===== src/rtl/regset_pkg.sv =====
// rtl/regset_pkg.sv - shared op and FSM state types for the register-set arbiter
package regset_pkg;

   typedef enum logic {
      OP_READ  = 1'b0,
      OP_WRITE = 1'b1
   } op_e;

   typedef enum logic [1:0] {
      ST_IDLE = 2'd0,
      ST_WR   = 2'd1,
      ST_TURN = 2'd2,
      ST_DRV  = 2'd3
   } state_e;

endpackage


===== src/rtl/rr_arb2.sv =====
// rtl/rr_arb2.sv - 2-way arbiter; round-robin with REGSET_ARB_ROUNDROBIN_EN, else fixed priority to requester 0
module rr_arb2 (
`ifdef REGSET_ARB_ROUNDROBIN_EN
   input  logic       i_clk,
   input  logic       i_reset,
   input  logic       advance,
`endif
   input  logic [1:0] req,
   output logic       win
);

`ifdef REGSET_ARB_ROUNDROBIN_EN
   // prio names the requester that wins a tie; it flips away from each winner
   logic prio;

   always_ff @(posedge i_clk or negedge i_reset) begin
      if (!i_reset) begin
         prio <= 1'b0;
      end else if (advance) begin
         prio <= ~win;
      end
   end

   assign win = (req == 2'b11) ? prio : req[1];
`else
   assign win = req[1] & ~req[0];
`endif

endmodule


===== src/rtl/regset_arb.sv =====
// rtl/regset_arb.sv - serializes two requesters onto a two-register set; arbitration mode set by REGSET_ARB_ROUNDROBIN_EN
module regset_arb (
   input  logic       i_clk,
   input  logic       i_reset,
   input  logic       i_req_0,
   input  logic       i_op_0,
   input  logic       i_reg_0,
   input  logic [7:0] i_wdata_0,
   output logic       o_gnt_0,
   input  logic       i_req_1,
   input  logic       i_op_1,
   input  logic       i_reg_1,
   input  logic [7:0] i_wdata_1,
   output logic       o_gnt_1,
   output logic [7:0] o_d,
   output logic       o_write0,
   output logic       o_write1,
   output logic       o_busSel,
   output logic       o_busEn,
   output logic       o_busy,
   output logic       o_owner
);
   import regset_pkg::*;

   state_e     state;
   logic [1:0] req_vec;
   logic       accept;
   logic       win;
   op_e        win_op;
   logic       win_reg;
   logic [7:0] win_wdata;

   assign req_vec = {i_req_1, i_req_0};
   assign accept  = (state == ST_IDLE) && (|req_vec);

   rr_arb2 u_arb (
`ifdef REGSET_ARB_ROUNDROBIN_EN
      .i_clk   (i_clk),
      .i_reset (i_reset),
      .advance (accept),
`endif
      .req     (req_vec),
      .win     (win)
   );

   assign win_op    = op_e'(win ? i_op_1 : i_op_0);
   assign win_reg   = win ? i_reg_1 : i_reg_0;
   assign win_wdata = win ? i_wdata_1 : i_wdata_0;
   assign o_busy    = (state != ST_IDLE);

   // Outputs are registered: each state's drive values are loaded on the edge entering it
   always_ff @(posedge i_clk or negedge i_reset) begin
      if (!i_reset) begin
         state    <= ST_IDLE;
         o_owner  <= 1'b0;
         o_d      <= 8'h00;
         o_write0 <= 1'b0;
         o_write1 <= 1'b0;
         o_busSel <= 1'b0;
         o_busEn  <= 1'b0;
         o_gnt_0  <= 1'b0;
         o_gnt_1  <= 1'b0;
      end else begin
         o_d      <= 8'h00;
         o_write0 <= 1'b0;
         o_write1 <= 1'b0;
         o_busEn  <= 1'b0;
         o_gnt_0  <= 1'b0;
         o_gnt_1  <= 1'b0;
         case (state)
            ST_IDLE: begin
               if (accept) begin
                  o_owner <= win;
                  if (win_op == OP_WRITE) begin
                     state    <= ST_WR;
                     o_write0 <= ~win_reg;
                     o_write1 <= win_reg;
                     o_d      <= win_wdata;
                     o_gnt_0  <= ~win;
                     o_gnt_1  <= win;
                  end else begin
                     state    <= ST_TURN;
                     o_busSel <= win_reg;
                  end
               end
            end
            ST_WR: begin
               state <= ST_IDLE;
            end
            ST_TURN: begin
               state   <= ST_DRV;
               o_busEn <= 1'b1;
               o_gnt_0 <= ~o_owner;
               o_gnt_1 <= o_owner;
            end
            default: begin
               state <= ST_IDLE;
            end
         endcase
      end
   end

endmodule


===== config.mk =====
export PLATFORM = sky130hd
export DESIGN_NAME = regset_arb
export DESIGN_NICKNAME = d
export VERILOG_FILES = /design/src/rtl/regset_pkg.sv /design/src/rtl/rr_arb2.sv /design/src/rtl/regset_arb.sv
export SDC_FILE = /design/constraint.sdc
export NUM_CORES = 1
export LEC_CHECK = 0
export BUFFER_PORTS_ARGS = -buffer_cell sky130_fd_sc_hd__buf_4
export CORE_MARGIN = 4
export CORE_UTILIZATION = 45
export CTS_CLUSTER_SIZE = 20
export DETAILED_ROUTE_END_ITERATION = 16
export GPL_ROUTABILITY_DRIVEN = 1
export PLACE_DENSITY = 0.82
export REMOVE_ABC_BUFFERS = 1
export SLEW_MARGIN = 20
export SYNTH_ARGS = -nofsm -noshare
export SYNTH_HDL_FRONTEND = slang
export SYNTH_SLANG_ARGS = --single-unit
export TNS_END_PERCENT = 30

===== constraint.sdc =====
create_clock -name i_clk -period 3 [get_ports i_clk]
set_clock_uncertainty 0.2 [all_clocks]
set_input_delay 0.75 -clock i_clk [delete_from_list [all_inputs] [get_ports i_clk]]
set_output_delay 0.75 -clock i_clk [all_outputs]
set_load 0.01 [all_outputs]

# Yosys cells after proc, flatten, opt, wreduce, memory -nomap -nowiden

Index checks and enable logic that the tools add are counted.

Register bits after elaboration: 17
Input bits: 24
Output and inout bits: 16
Logic and storage cells: 45

Eq/ne operators: 2
Muxes and demuxes: 22
Bitwise logic cells: 6
Reductions and logical operators: 6

Operators with widths:

| cell                                       | count |
|---|---|
| two-way mux 8 bit                          | 4 |
| two-way mux 1 bit                          | 13 |
| NOT 1 bit                                  | 5 |
| two-way mux 2 bit                          | 2 |
| case mux 1 bit (2 select lines)            | 2 |
| case mux 2 bit (2 select lines)            | 1 |
| AND reduction 3 bit                        | 1 |
| equality test 2 bit, second input constant | 1 |
| zero test 2 bit                            | 1 |
| != test 2 bit, second input constant       | 1 |
| AND reduction 2 bit                        | 1 |
| nonzero test 2 bit                         | 1 |
| OR reduction 2 bit                         | 1 |
| AND 1 bit                                  | 1 |
| logical AND 1 bit                          | 1 |

# Longest topological paths before layout

Gate-level depths: netlist of run 1.

Word-level depth: 7
Gate-level depth with buffers: 4
Gate-level depth less buffers: 4

# Modules after synthesis

A second synthesis of run 1 with hierarchy kept.

Cell total of the unflattened synthesis: 59
Area total of the unflattened synthesis: 721.9 um^2

By module, submodules not included:

| module     | instances | cells an instance | area an instance (um^2) | seq. area each (um^2) |
|---|---|---|---|---|
| regset_arb | 1         | 58                | 708.2                   | 425.4 |
| rr_arb2    | 1         | 1                 | 13.8                    | 0.0 |

# Worst setup path before layout of run 1

No wires, ideal clock.

Path type: input port to flip-flop
Start: input port i_req_0
End: register o_busSel
Setup time: 125 ps
Arrival time: 1,632 ps
Required time: 2,675 ps
Setup slack: 1,044 ps
Stages: 3
Buffers on the path: 0
Path through: nand2b_1 a2111oi_4 mux2_2

Cells in the longest elaborated chain, start to end: 5
Elaborated cells between the ends (all ways): 8
Classes of those cells: mux: 2; bitwise: 3; reduce/logical: 3

RTL lines:

| element                       | line             | text |
|---|---|---|
| from (decl)                   | regset_arb.sv:5  | `input logic i_req_0,` |
| NOT 1 bit                     | rr_arb2.sv:26    | `assign win = req[1] & ~req[0];` |
| AND 1 bit                     | rr_arb2.sv:26    |  |
| two-way mux 1 bit             | regset_arb.sv:46 | `assign win_op = op_e'(win ? i_op_1 : i_op_0);` |
| NOT 1 bit (no line)           | -                |  |
| AND reduction 3 bit (no line) | -                |  |
| to (signal assigned)          | regset_arb.sv:83 | `o_busSel <= win_reg;` |
| to (decl)                     | regset_arb.sv:18 | `output logic o_busSel,` |

Several ways; a longest one is shown, not always the timed one.
A chain may end at the register's enable or synchronous reset.

# Worst setup path after layout of run 1

Start: register state[1]
End: output port o_busy

Cells in the longest elaborated chain, start to end: 1

RTL lines:

| element                | line             | text |
|---|---|---|
| from (decl)            | regset_arb.sv:25 | `state_e state;` |
| from (signal assigned) | regset_arb.sv:54 | `state <= ST_IDLE;` |
| from (signal assigned) | regset_arb.sv:75 | `state <= ST_WR;` |
| from (signal assigned) | regset_arb.sv:82 | `state <= ST_TURN;` |
| nonzero test 2 bit     | regset_arb.sv:49 | `assign o_busy = (state != ST_IDLE);` |
| to (decl)              | regset_arb.sv:20 | `output logic o_busy,` |

No other way between the ends.

==> key figures, run 1 <==
Critical path
  – CP required: 2.05 ns
  – Worst Path Arrival: 1.18 ns
  – Worst path max stage delay: 0.41 ns
  – FF-to-FF path depth: 4
  – Worst R2R Setup Slack: 1.32 ns
  – Crit path kind: flip-flop to output pin
  – Bufs and invs on worst path: 2
  – Worst reg2reg path startpoint: state[1]$_DFFE_PN0P_
  – Crit path max-delay family: flip-flops
  – CP endpoint kind: output pin
  – Capturing point of the worst reg2reg path: o_busSel$_DFFE_PN0P_
  – Crit-path slowest cell: dfrtp_1
  – CP cell instances: nor2_2 > inv_1 > buf_4
  – Crit-path max FO: 6
  – CP Launch Type: flip-flop

Floorplanning
  – DIE AREA: 2269 µm²
  – Site row count: 14
  – Die X-Extent: 47.64 µm
  – # IOs: 40
  – Die Y: 47.64 µm
  – Initial Util: 47.48%
  – Core ar.: 1489 µm²

Logic synthesis
  – Sequential share of the synthesized area: 60.18%
  – Syn avg cell area: 11.78 µm²
  – Mapped Area: 706.9 µm²
  – Post-synth cell types: 20
  – Post-synthesis cell count: 60
  – Synth Register Bits: 17
  – YS warnings: 0

GRT
  – First-pass GRT wire length: 2504 µm
  – GR Overflow Total: 0
  – Largest net degree at the start of global routing: 18
  – GRT Total Usage: 16.53%
  – Vias in the first global route: 571
  – Antenna violations before repair: 0

STA
  – # setup viols final: 0
  – TNS Setup: 0 ns
  – Actual slew at the worst max-slew pin: 0.6725 ns
  – Peak Freq: 469.4 MHz
  – Fin crit share: 71.02%
  – Hold Vio Cnt, Final: 0
  – Setup slack after layout: 0.8695 ns
  – Fin. max-slew vios: 0
  – Hold WS: 0.1069 ns
  – Tmin final: 2.131 ns
  – Unrepaired setup endpoints after global routing: false
  – Slew HR: 54.87%

Final layout
  – Biggest regs: o_d: 8 flops, state: 2 flops
  – Share of cells above drive strength 1: 47.00%
  – Commonest cells after routing, fill and taps aside: buf_4, dfrtp_1, nor2_1
  – Commonest non-fill, non-tap cell in the layout: buf_4
  – Biggest register: o_d
  – Core Util, Final: 69.33%
  – P&R area growth vs syn: 46.02%
  – Nets: 125
  – Max reg flops: 8
  – Ant diodes: 0
  – Fill cell count: 118

Outcome
  – Status: finished, final reports clean

CTS
  – Num CTS Buffers: 3
  – CTS tree: built
  – Number of H-tree levels: 1
  – Clk sinks: 17
  – Cells resized by post-CTS repair: 0
  – Clock root buffer: clkbuf_4
  – CTS clock-pin slew for the worst setup and hold paths: 0.09 ns
  – Post-CTS setup buffers: 0
  – Latest clock arrival within the worst-skew pair: 0.28 ns
  – CTS Hold Bufs: 0
  – Buffers from clock root to sink, at most: 2

Min path
  – Hold Crit Class: input port to async pin

Route
  – DRC errors left: 0
  – Post-DR vias/cell: 5.267
  – Post-detailed-route count of antenna-violating nets: 0
  – DR iter-0 viols: 7
  – First-pass iteration count of the detailed router: 4
  – Routed len/inst: 15.40 µm
  – Vias: 611
  – Total wire length: 1786 µm

Pwr
  – Peak supply drop: 0.5030 mV
  – Total power: 722.7 µW
  – Cell leakage power: 0.0005269 µW
  – Cell Pwr Density: 700.1 nW/µm²

Run
  – Max-Cap Viols: 0

Placement
  – PortBufs: 39
  – Dpl ws: 0.6268 ns
  – Post-DP HPWL: 1388 µm
  – Routability cong.: 0.7620
## cells in the mapped netlist
cell	count	share of area (%)
dfrtp_1	17	60
nor2_1	10	5.3
a32oi_1	8	9.9
inv_1	3	1.6
a21oi_1	2	1.4
buf_2	2	1.4
mux2_2	2	3.2
nand2_1	2	1.1
nand2b_1	2	1.8
o22ai_1	2	1.8
a2111oi_4	1	3.9
a22o_1	1	1.2
and2_1	1	0.89
and3b_1	1	1.2
clkbuf_1	1	0.53
nor2_2	1	0.89
nor2b_1	1	0.89
o21ai_0	1	0.71
o21ai_1	1	0.71
o21ba_2	1	1.4
## through the flow
| step | instances | instance area [µm²] |
|---|---|---|
| 2_1_floorplan | 57 | 693.2 |
| 3_3_place_gp | 112 | 1006 |
| 3_5_place_dp | 112 | 1006 |
| 4_1_cts | 116 | 1032 |
| 5_1_grt | 116 | 1032 |
| 6_report | 116 | 1032 |
## cell families after synthesis
group                  share of synthesized area [%]
AND/OR/NAND/NOR                                12.04
AO/OA/AOI/OAI                                  21.06
flip-flops                                     60.18
buffers and inverters                          3.539
multiplexers                                   3.186
## metal layers
| metal | routed length [µm] | global-route usage [%] |
|---|---|---|
| met5 | 0 | 0 |
| met4 | 43 | 9.677 |
| met3 | 145 | 3.759 |
| met2 | 879 | 26.47 |
| met1 | 718 | 20.28 |
## power by group
group | internal [µW] | switching (µW) | total [µW]
Clock | 51.6 | 66.4 | 118
Sequential | 290 | 32.9 | 323
Combinational | 142 | 139 | 281
Total | 484 | 238 | 723
## final cells by class
type | count | area (µm²) | share of cell area, %
flip-flops and latches | 17 | 425.4 | 41.21
repair buffers | 39 | 292.8 | 28.36
inverters | 3 | 11.26 | 1.091
clock buffers | 4 | 26.28 | 2.545
well taps | 16 | 20.02 | 1.939
multi-input cells | 37 | 256.5 | 24.85
## worst max path at each step
| stage | cells past startpoint | end | slack, ns | from |
|---|---|---|---|---|
| after floorplan | 3 | o_busSel$_DFFE_PN0P_ | 0.89 | i_req_0 |
| after global placement | 4 | o_busSel$_DFFE_PN0P_ | 0.68 | i_req_0 |
| after detailed placement | 4 | o_busSel$_DFFE_PN0P_ | 0.63 | i_req_0 |
| after CTS | 3 | o_busy | 0.86 | state[1]$_DFFE_PN0P_ |
| after global routing | 3 | o_busy | 0.78 | state[1]$_DFFE_PN0P_ |
| final | 3 | o_busy | 0.87 | state[1]$_DFFE_PN0P_ |
(Power assumes the default switching activity.)
==> run 2: changes to the inputs <==
- CORE_UTILIZATION: 45 -> 37
- PLACE_DENSITY: 0.82 -> 0.73
- clock period: 3 -> 1.9 ns (I/O delays scaled with it)
==> run 2 against run 1 <==
  * Die area rose by 18%
  * Cell count rose by 14%
  * Non-clock buffer count rose by 7
  * First-iteration DRC count rose by 110%
  * Combinational power rose by 74%
  * Clock power rose by 62%
  * Critical path depth did not move
  * Critical endpoint unchanged
  * Critical path type unchanged
  * Largest power group unchanged
==> key figures, run 2 (same netlist as run 1, synthesis figures left out) <==
Outcome
  – Status: finished, final reports clean

STA
  – Actual slew at the worst max-slew pin: 0.3185 ns (-0.3539 ns)
  – Fin crit share: 91.50%
  – Tmin final: 1.739 ns
  – Hold Vio Cnt, Final: 0 (unchanged)
  – Hold WS: 0.2170 ns (+0.1102 ns)
  – Slew HR: 78.54% (+24 points)
  – Unrepaired setup endpoints after global routing: false
  – # setup viols final: 0 (unchanged)
  – Peak Freq: 575.2 MHz
  – Fin. max-slew vios: 0 (unchanged)

CTS
  – Number of H-tree levels: 1 (unchanged)
  – Num CTS Buffers: 3 (unchanged)
  – Latest clock arrival within the worst-skew pair: 0.29 ns (about the same)
  – CTS tree: built
  – CTS clock-pin slew for the worst setup and hold paths: 0.09 ns (about the same)
  – Clock root buffer: clkbuf_4
  – Buffers from clock root to sink, at most: 2 (unchanged)
  – Clk sinks: 17 (unchanged)
  – Cells resized by post-CTS repair: 0 (unchanged)

Route
  – Routed len/inst: 13.75 µm (-11%)
  – Post-DR vias/cell: 4.826 (-8.4%)
  – First-pass iteration count of the detailed router: 4 (unchanged)
  – Total wire length: 1815 µm (+1.6%)
  – Post-detailed-route count of antenna-violating nets: 0 (unchanged)
  – Vias: 637 (+4.3%)
  – DR iter-0 viols: 15 (+8)
  – DRC errors left: 0 (unchanged)

Floorplanning
  – Initial Util: 40.07% (-7.4 points)
  – DIE AREA: 2674 µm² (+18%)
  – Die X-Extent: 51.71 µm (+8.6%)
  – Die Y: 51.71 µm (+8.6%)
  – # IOs: 40 (unchanged)
  – Site row count: 15 (+1)
  – Core ar.: 1764 µm² (+18%)

Placement
  – Placed cell areas: 1062 µm² (+5.6%)
  – PortBufs: 39 (unchanged)
  – Post-DP HPWL: 1414 µm (+1.8%)
  – Routability cong.: 0.7674 (+0.71%)
  – DP Cell Count: 127 (+13%)

Final layout
  – Biggest regs: o_d: 8 flops, state: 2 flops
  – Post-route design area: 1099 µm² (+6.4%)
  – Share of cells above drive strength 1: 49.53% (+2.5 points)
  – Nets: 132 (+5.6%)
  – P&R area growth vs syn: 55.40%
  – Ant diodes: 0 (unchanged)
  – Commonest non-fill, non-tap cell in the layout: buf_4
  – Commonest cells after routing, fill and taps aside: buf_4, dfrtp_1, nor2_1
  – Biggest register: o_d
  – Max reg flops: 8 (unchanged)
  – Non-filler cells in the finished layout: 132 (+14%)
  – Core Util, Final: 62.27% (-7.1 points)

Pwr
  – Total power: 1185 µW (+64%)
  – Cell leakage power: 0.0005596 µW (+6.2%)
  – Peak supply drop: 0.6830 mV (+36%)
  – Cell Pwr Density: 1079 nW/µm² (+54%)

GRT
  – GRT Total Usage: 15.57% (-0.96 points)
  – Antenna violations before repair: 0 (unchanged)
  – Largest net degree at the start of global routing: 18 (unchanged)
  – First-pass GRT wire length: 2960 µm (+18%)
  – GR Overflow Total: 0 (unchanged)
  – Vias in the first global route: 639 (+12%)

Critical path
  – CP required: 1.22 ns (-0.83 ns)
  – Worst Path Arrival: 1.06 ns (-0.12 ns)
  – CP endpoint kind: output pin
  – Crit path kind: flip-flop to output pin
  – CP Launch Type: flip-flop
  – Crit-path max FO: 3 (-3)

Run
  – Max-Cap Viols: 0 (unchanged)

Min path
  – Hold Crit Class: input port to flip-flop
[run 2: cell types whose count changed in the layout (fill, tap and decap cells not counted), sizes merged]
cell	change
buf	+6
dlygate4sd3	+1
[run 2: final timing paths]
check / start / endpoint / slack, ns / cells after the start
min: i_wdata_1[0] / o_d[0]$_DFF_PN0_ / 0.22 / 3
max reg2reg: state[1]$_DFFE_PN0P_ / o_busSel$_DFFE_PN0P_ / 0.35 / 4
min reg2reg: o_busSel$_DFFE_PN0P_ / o_busSel$_DFFE_PN0P_ / 0.32 / 1
max: state[1]$_DFFE_PN0P_ / o_busy / 0.16 / 3
min in group asynchronous: i_reset / o_gnt_1$_DFF_PN0_ / 0.37 / 2
max in group asynchronous: i_reset / o_busSel$_DFFE_PN0P_ / 0.95 / 2
[run 2: stage by stage]
step / setup slack [ns] / setup TNS [ns]
after floorplan: 0.06488 / 0
after global placement: 0.02577 / 0
after detailed placement: -0.008447 / -0.008447
after CTS: 0.1445 / 0
after global routing: 0.09853 / 0
final: 0.1615 / 0
[run 2: what timing repair did]
item,4_1_cts,5_1_grt
hold buffers,1,0
endpoints found under the hold margin,17,0
buffers inserted,0,0
[run 2: metal layers]
metal / GRT usage (%) / vias up / wire length, µm
li1: - / 310 / -
met1: 17.77 / 296 / 681
met2: 25.42 / 26 / 927
met3: 4.871 / 5 / 159
met4: 9.170 / 0 / 46
met5: 0 / - / 0
[run 2: cell type report]
class | instances | area (µm²)
Multi-Input combinational cell | 37 | 256.5
Inverter | 3 | 11.26
Sequential cell | 17 | 425.4
Clock buffer | 4 | 26.28
Fill cell | 161 | 665.6
Timing Repair Buffer | 46 | 347.8
Tap cell | 25 | 31.28
[run 2: report_power, final]
group	internal [µW]	switching, µW	total (µW)	leakage [µW]
registers	459	48.2	507	0.000224
logic	259	229	488	0.000320
clock network	81.8	109	191	0.0000150
total	799	386	1190	0.000560
[run 2: critical path, cell delays in order (launching register included)]
cell     delay, ns
dfrtp_1       0.41
nor2_2        0.13
inv_1         0.08
buf_4         0.15
==> run 3: changes to the inputs <==
==> constraint.sdc (replaced) <==
create_clock -name i_clk -period 1.9 [get_ports i_clk]
set_clock_uncertainty 0.2 [all_clocks]
set_input_delay 0.19 -clock i_clk [delete_from_list [all_inputs] [get_ports i_clk]]
set_output_delay 0.19 -clock i_clk [all_outputs]
set_load 0.01 [all_outputs]
==> run 3 against run 2 <==
  * Power is 0.54% lower
  * Via count is 11% higher
  * Sequential cell count stayed put
  * Non-clock buffer count is 13 higher
  * Combinational power hardly changed
  * Critical endpoint is now o_d[7]$_DFF_PN0_
  * Fmax hardly changed
  * Wire length is 21% higher
  * Setup slack worse by 0.0013 ns
  * Register-to-register slack worse by 0.15 ns
==> key figures, run 3 (same netlist as run 1, synthesis figures left out) <==
Outcome
  – Status: finished, final reports clean

Final layout
  – Biggest register: o_d
  – Post-route design area: 1239 µm² (+13%)
  – Max reg flops: 8 (unchanged)
  – Commonest cells after routing, fill and taps aside: buf_4, dlygate4sd3_1, dfrtp_1
  – Fill cell count: 129 (-20%)
  – Biggest regs: o_d: 8 flops, state: 2 flops
  – Non-filler cells in the finished layout: 145 (+9.8%)
  – Commonest non-fill, non-tap cell in the layout: buf_4
  – P&R area growth vs syn: 75.22%
  – Nets: 145 (+9.8%)
  – Share of cells above drive strength 1: 40.83% (-8.7 points)
  – Ant diodes: 0 (unchanged)

Pwr
  – Net Sw Frac: 32.58% (about the same)
  – Peak supply drop: 0.8172 mV (+20%)
  – Cell Pwr Density: 951.7 nW/µm² (-12%)
  – Comb power frac: 41.3% (+0.2 points)
  – Cell leakage power: 0.0006001 µW (+7.2%)
  – Clk pwr share: 15.8% (-0.3 points)
  – Int Pwr: 794.7 µW (-0.52%)
  – Sequential power share: 42.9% (about the same)
  – NetSw: 384.1 µW (-0.59%)

Critical path
  – Worst Path Arrival: 1.69 ns (+0.63 ns)
  – Crit-path max FO: 1 (-2)
  – Crit-path slowest cell: dlygate4sd3_1
  – CP endpoint kind: flip-flop
  – CP cell instances: dlygate4sd3_1 > buf_4 > a32oi_1 > dlygate4sd3_1 > nor2_1
  – Crit path kind: input port to flip-flop
  – CP dominant cell by count: dlygate4sd3_1
  – CP Launch Type: input port
  – CP required: 1.85 ns (+0.63 ns)
  – Worst path max stage delay: 0.58 ns (+0.17 ns)

CTS
  – Clock root buffer: clkbuf_4
  – Num CTS Buffers: 3 (unchanged)
  – Clk sinks: 17 (unchanged)
  – Latest clock arrival within the worst-skew pair: 0.28 ns (about the same)
  – Buffers from clock root to sink, at most: 2 (unchanged)
  – CTS clock-pin slew for the worst setup and hold paths: 0.10 ns (about the same)
  – CTS tree: built
  – Number of H-tree levels: 1 (unchanged)

STA
  – TNS Setup: 0 ns (unchanged)
  – Tmin final: 1.740 ns (+0.001273 ns)
  – Unrepaired setup endpoints after global routing: false
  – # setup viols final: 0 (unchanged)
  – Fin. max-slew vios: 0 (unchanged)
  – Slew HR: 60.02% (-19 points)
  – Fin crit share: 91.57% (about the same)
  – Peak Freq: 574.8 MHz (about the same)
  – Hold Vio Cnt, Final: 0 (unchanged)
  – Actual slew at the worst max-slew pin: 0.5957 ns (+0.2772 ns)
  – Setup slack after layout: 0.1602 ns (-0.001273 ns)

GRT
  – Met1 Use GR: 18.20% (+0.43 points)
  – Met3 Use GR: 2.006% (-2.9 points)
  – Vias in the first global route: 750 (+17%)
  – GRT Max-Usage Layer: met2
  – Global Route met2 Usage: 32.63% (+7.2 points)
  – Largest net degree at the start of global routing: 18 (unchanged)
  – Antenna violations before repair: 0 (unchanged)
  – GRT Total Usage: 17.54% (+2.0 points)
  – GR Overflow Total: 0 (unchanged)
  – First-pass GRT wire length: 3346 µm (+13%)

Route
  – Post-DR vias/cell: 4.897 (+1.5%)
  – First-pass iteration count of the detailed router: 4 (unchanged)
  – Post-detailed-route count of antenna-violating nets: 0 (unchanged)
  – Routed len/inst: 15.11 µm (+9.9%)
  – DR iter-0 viols: 15 (unchanged)
  – DRC errors left: 0 (unchanged)
  – Vias: 710 (+11%)
  – Total wire length: 2191 µm (+21%)

Min path
  – Hold Crit Class: input port to flip-flop

Run
  – Max-Cap Viols: 0 (unchanged)

Floorplanning
  – # IOs: 40 (unchanged)
  – DIE AREA: 2674 µm² (unchanged)
  – Initial Util: 40.07% (unchanged)
  – Core ar.: 1764 µm² (unchanged)
  – Site row count: 15 (unchanged)
  – Die X-Extent: 51.71 µm (unchanged)
  – Die Y: 51.71 µm (unchanged)

Placement
  – Dpl ws: 0.2100 ns (+0.2185 ns)
  – DP Cell Count: 123 (-3.1%)
  – Routability cong.: 0.7476 (-2.6%)
  – Placed cell areas: 1032 µm² (-2.8%)
  – PortBufs: 39 (unchanged)
  – Post-DP HPWL: 1355 µm (-4.2%)
run 3: changes by cell type in the layout (fill, tap and decap cells not counted):
cell / change
buf_4: -4
dlygate4sd3_1: +17
run 3: final cells by class:
| type | count | area [µm²] | area share (%) |
|---|---|---|---|
| inverter | 3 | 11.26 | 0.9091 |
| sequential | 17 | 425.4 | 34.34 |
| multi-input combinational | 37 | 256.5 | 20.71 |
| tap | 25 | 31.28 | 2.525 |
| clock buffer | 4 | 26.28 | 2.121 |
| timing repair buffer | 59 | 488.0 | 39.39 |
run 3: path summary, 6_finish.rpt:
path                                      start                   end  slack, ns  depth (start not counted)
max                                i_wdata_1[7]      o_d[7]$_DFF_PN0_       0.16                          5
min                                     i_reg_1    o_write0$_DFF_PN0_       0.01                          3
max reg2reg                state[1]$_DFFE_PN0P_  o_busSel$_DFFE_PN0P_       0.20                          4
min reg2reg                 o_owner$_DFFE_PN0P_     o_gnt_0$_DFF_PN0_       0.32                          1
max in group asynchronous               i_reset  o_busSel$_DFFE_PN0P_       1.20                          2
min in group asynchronous               i_reset      o_d[1]$_DFF_PN0_       0.11                          2
run 3: critical path: cells and delay by family:
family / cells / cell delay (ns)
buffers and inverters: 3 / 1.29
AO/OA/AOI/OAI: 1 / 0.15
AND/OR/NAND/NOR: 1 / 0.05
run 3: stage by stage:
step	hold WS (ns)	total power (µW)	util, %
5_1_grt	0.004688	1261	70.21
2_1_floorplan	-0.3056	729.9	-
3_3_place_gp	-0.1379	960.6	58.51
4_1_cts	0.005306	1188	70.21
3_5_place_dp	-0.1350	965.0	58.51
6_report	0.01387	1179	70.21
run 3: power groups by stage:
stage          combinational, µW  clock [µW]  sequential [µW]
6_report                     487         187              505
5_1_grt                      525         217              519
4_1_cts                      489         194              506
3_5_place_dp                 452           0              513
3_3_place_gp                 449           0              512
2_1_floorplan                180           0              550
run 3: metal layers:
metal	share of wire, %	vias to the layer above
li1	-	337
met1	39	336
met2	53	31
met3	4.7	6
met4	3.1	0
met5	0	-
run 3: timing repair:
action | 4_1_cts | 5_1_grt
hold buffers | 18 | 0
buffers inserted | 0 | 0
hold endpoints to repair | 26 | 0
gates resized for setup | 0 | 0
